==> src/rtl/rom_page_ctrl.sv <==
// rom_page_ctrl: chooses which program ROM page feeds the core's instruction
// bus and performs page switches safely. A switch overrides the bus with
// BRANCH 0 until the core's PC is back at 0, then commits the new page. A core
// that never reaches PC 0 within WAIT_MAX flush cycles parks the controller in
// a sticky error state that only reset clears.
module rom_page_ctrl #(
  parameter int                   INSTR_LEN  = 8,
  parameter int                   PC_LEN     = 7,
  parameter int                   NPAGES     = 4,
  parameter int                   PAGE_W     = 2,
  parameter logic [INSTR_LEN-1:0] BRANCH0    = 'h80,
  parameter int                   WAIT_MAX   = 4,
  parameter int                   RESET_PAGE = 0
) (
  input  logic                        CLK,
  input  logic                        RSTN,
  input  logic [PC_LEN-1:0]           PC,
  input  logic [NPAGES*INSTR_LEN-1:0] rom_data,
  input  logic                        req_valid,
  input  logic [PAGE_W-1:0]           req_page,
  output logic                        req_ready,
  output logic [INSTR_LEN-1:0]        INSTR,
  output logic [PAGE_W-1:0]           cur_page,
  output logic                        switching,
  output logic                        done,
  output logic                        err
);

  localparam int                WAIT_W    = $clog2(WAIT_MAX);
  localparam logic [WAIT_W-1:0] WAIT_LAST = WAIT_W'(WAIT_MAX - 1);

  localparam logic [1:0] ST_IDLE  = 2'd0;
  localparam logic [1:0] ST_FLUSH = 2'd1;
  localparam logic [1:0] ST_ERROR = 2'd2;

  logic [1:0]           state;
  logic [PAGE_W-1:0]    pend_page;
  logic [WAIT_W-1:0]    wait_cnt;
  logic [INSTR_LEN-1:0] page_word;

  // Select the committed page's word at the current PC.
  always_comb begin
    // NOTE: default first so every path assigns page_word and no latch is inferred.
    page_word = '0;
    for (int p = 0; p < NPAGES; p++) begin
      if (int'(cur_page) == p) page_word = rom_data[p*INSTR_LEN +: INSTR_LEN];
    end
  end

  // Instruction bus and handshake flags are decoded only from state, so there
  // is no combinational path from req_valid to any output.
  always_comb begin
    INSTR     = (state == ST_IDLE) ? page_word : BRANCH0;
    req_ready = (state == ST_IDLE);
    switching = (state == ST_FLUSH);
  end

  // Page-switch FSM: accept in IDLE, wait for PC 0 in FLUSH, park in ERROR.
  always_ff @(posedge CLK or negedge RSTN) begin
    if (!RSTN) begin
      state     <= ST_IDLE;
      cur_page  <= PAGE_W'(RESET_PAGE);
      pend_page <= '0;
      wait_cnt  <= '0;
      done      <= 1'b0;
      err       <= 1'b0;
    end else begin
      // NOTE: non-blocking assignments so every register samples pre-edge values.
      done <= 1'b0;
      case (state)
        ST_IDLE: begin
          if (req_valid) begin
            // Out-of-range requests wrap around the page count.
            pend_page <= PAGE_W'(int'(req_page) % NPAGES);
            wait_cnt  <= '0;
            state     <= ST_FLUSH;
          end
        end
        ST_FLUSH: begin
          if (PC == '0) begin
            cur_page <= pend_page;
            done     <= 1'b1;
            state    <= ST_IDLE;
          end else if (wait_cnt == WAIT_LAST) begin
            err   <= 1'b1;
            state <= ST_ERROR;
          end else begin
            wait_cnt <= wait_cnt + 1'b1;
          end
        end
        ST_ERROR: state <= ST_ERROR;
        default:  state <= ST_IDLE;
      endcase
    end
  end

endmodule

==> config.mk <==
export PLATFORM = sky130hd
export DESIGN_NAME = rom_page_ctrl
export DESIGN_NICKNAME = d
export VERILOG_FILES = /design/src/rtl/rom_page_ctrl.sv
export SDC_FILE = /design/constraint.sdc
export NUM_CORES = 1
export LEC_CHECK = 0
export CORE_UTILIZATION = 35
export DETAILED_ROUTE_END_ITERATION = 8
export GPL_TIMING_DRIVEN = 1
export PLACE_DENSITY_LB_ADDON = 0.05
export SLEW_MARGIN = 10
export SYNTH_ARGS = -nofsm -noshare
export SYNTH_HDL_FRONTEND = slang
export SYNTH_SLANG_ARGS = --single-unit
==> constraint.sdc <==
create_clock -name CLK -period 2.65 [get_ports CLK]
set_input_delay 0.265 -clock CLK [delete_from_list [all_inputs] [get_ports CLK]]
set_output_delay 0.265 -clock CLK [all_outputs]
set_load 0.01 [all_outputs]
==> impl_metrics.ini <==
[synth]
synth_seq_cells = 10
synth_warnings = 0
synth_top_area_share_pct = 34.5
netlist_area_um2 = 724
yosys-top-cells-area = dfrtp_1 35%, mux4_2 25%, and2_1 6.0%, mux2_4 4.1%, a2111oi_4 3.8%
synth-edff-count = 0
synth_ff_type = dfrtp_1
yosysUniqueCellTypes = 22
syn_nets = 97
synth-seq-area-share_pct = 34.5
async_flop_share_pct = 100
syn_inst = 52
yosys.area.top_type = dfrtp_1
syn_area_per_cell_um2 = 13.9

[clocking]
cts-buffers-inserted = 3
post_cts_resize_count = 0
root_buffer = clkbuf_4
cts_tree = yes
clock_path_buffers = 2
clk_pin_slew_ps = 60
ctsHtreeMaxLevel = 1
clock_latency_ps = 260
cts.sinks = 10
hold_buffers = 0
postCtsSetupRepairBufs = 0

[timing]
tightest_slew_ps = 514
tns_ps = 0
hold_viol = 0
layout_min_cycle_time_ps = 2380
rsz0062_at_grt = no
setup_viol = 0
drv_slew = 0
fin_skew_ps = 2.38
fmax_ghz = 0.419
finalCritPeriodShare_pct = 90.0
relSlewSlack_pct = 65.6

[worst_setup_path]
reg2reg_slack_ps = 1350
r2r_end = pend_page[1]
slowest_delay_ps = 650
critPathTopFamily = flip-flops
worstPathRequired_ps = 2380
crit_chain = mux4_2 -> and2_1 -> clkdlybuf4s50_1
worst-path-stages = 3
cp.arrival_ps = 2120
critical_path.max_fanout = 10
startpoint = cur_page[0]
cp-end-kind = output port
r2r_cells = 2
worstSetupStartpointType = flip-flop
worst-path-buf-inv = 1
r2r-start = state[1]
cp-endpoint = INSTR[1]
critPathSlowestCell = dfrtp_1
path_class = flip-flop to output port

[power]
p_int_mw = 0.614
total_power_mw = 0.892
power.leakage_nw = 0.533
p_per_area_nw_per_um2 = 658
p_seq_share_pct = 28.7
vdd_drop_max_mv = 0.438
switching_share_pct = 31.2
clockPowerShare_pct = 14.8
p_switching_mw = 0.279
combPwrFrac_pct = 56.5

[finish]
stdcell_count = 138
drive_gt1_share_pct = 19.8
diodes = 0
utilization_pct = 69.1
layout_common_cells = 57 x clkdlybuf4s50_1, 10 x dfrtp_1, 8 x mux4_2
fillers = 169
final_common_cell = clkdlybuf4s50_1
area_growth_syn_to_layout_pct = 87.2
nets = 157

[global_routing]
grt_max_degree = 11
grt_usage_pct = 18.7
grt_pass1_wl_mm = 2.77
antenna_found_initial = 0
grt_pass1_vias = 605
grt_overflow = 0

[floorplanning]
start_util_pct = 36.9
die_y_um = 47.5
die_w_um = 47.5
boundaryPins = 58
rows = 16
core_um2 = 1960
dieArea_um2 = 2260

[routing]
dr.pass1.iters = 4
num_vias = 659
drt-total-wl_mm = 1.84
wl_per_cell_um = 13.3
first_iter_violations = 3
ant_nets = 0
vias_per_cell = 4.78
drc = 0

[placement]
dp.cells = 134
numPortBuffers = 57
dp_hpwl_mm = 1.60
globalplace.congestion = 0.803

[run]
cap_violations = 0

[hold_path]
min-delay-path-class = primary input to async pin

[run_status]
outcome = finished, final reports clean
==> how the worst min path moves through the flow <==
stage | end | startpoint | slack (ps)
final | err | RSTN | 320
after global placement | err | err | 450
after floorplan | cur_page[0] | RSTN | -30
after global routing | state[0] | RSTN | 350
after detailed placement | err | err | 480
after CTS | err | RSTN | 320
==> logic make-up (layout without fill, tap and decap cells) <==
logic type                 after synthesis  count (layout)  synth area share, %
buffers and inverters                    5              64                 2.76
muxes                                   14              14                 34.9
adders and majority gates                1               1                 1.73
DFF                                     10              10                 34.5
and+or+nand+nor                         18              18                 18.8
AOI/OAI and AO/OA                        4               4                 7.26
==> layer usage <==
layer	vias to the layer above	wire length, um	global-route usage [%]
met4	0	54	12.6
met2	33	841	29.3
met1	305	776	23.2
li1	315	-	-
met3	6	169	3.77
met5	-	0	0
==> layout make-up <==
type / count / area [um2] / area share [%]
Tap cell: 27 / 33.8 / 2.49
Multi-Input combinational cell: 37 / 454 / 33.5
Timing Repair Buffer: 57 / 571 / 42.1
Sequential cell: 10 / 250 / 18.5
Inverter: 3 / 11.3 / 0.830
Clock buffer: 4 / 36.3 / 2.68
==> worst register-to-register path: stages (launching register included) <==
cell and delay (ps):
dfrtp_1 430, or3b_1 470, mux2_2 290
==> sequential cells by signal (all words and copies together), names as in the netlist <==
register and count:
wait_cnt 2, err 1, pend_page 2, done 1, state 2, cur_page 2
==> metrics by stage <==
step                worst slack [ps]  hold slack (ps)  cell area (um2)
global route                     111              351             1360
finish                           266              319             1360
floorplan                       1040            -30.6              724
global placement                 505              453             1320
CTS                              218              322             1360
detailed placement               514              480             1320
==> synth_stat cells (2+ instances only) <==
cell type	number
and2_1	7
dfrtp_1	10
inv_1	3
nand2_1	3
mux2_2	2
mux2_4	2
mux4_2	8
mux2i_1	2
a31o_2	2
==> power by group through the flow <==
stage	registers, mW	clock network [mW]	logic (mW)
after floorplan	0.237	0	0.297
final	0.256	0.132	0.505
after detailed placement	0.262	0	0.513
after global placement	0.258	0	0.508
after CTS	0.258	0.139	0.514
after global routing	0.267	0.146	0.557
Power figures use the tool's default switching activity.
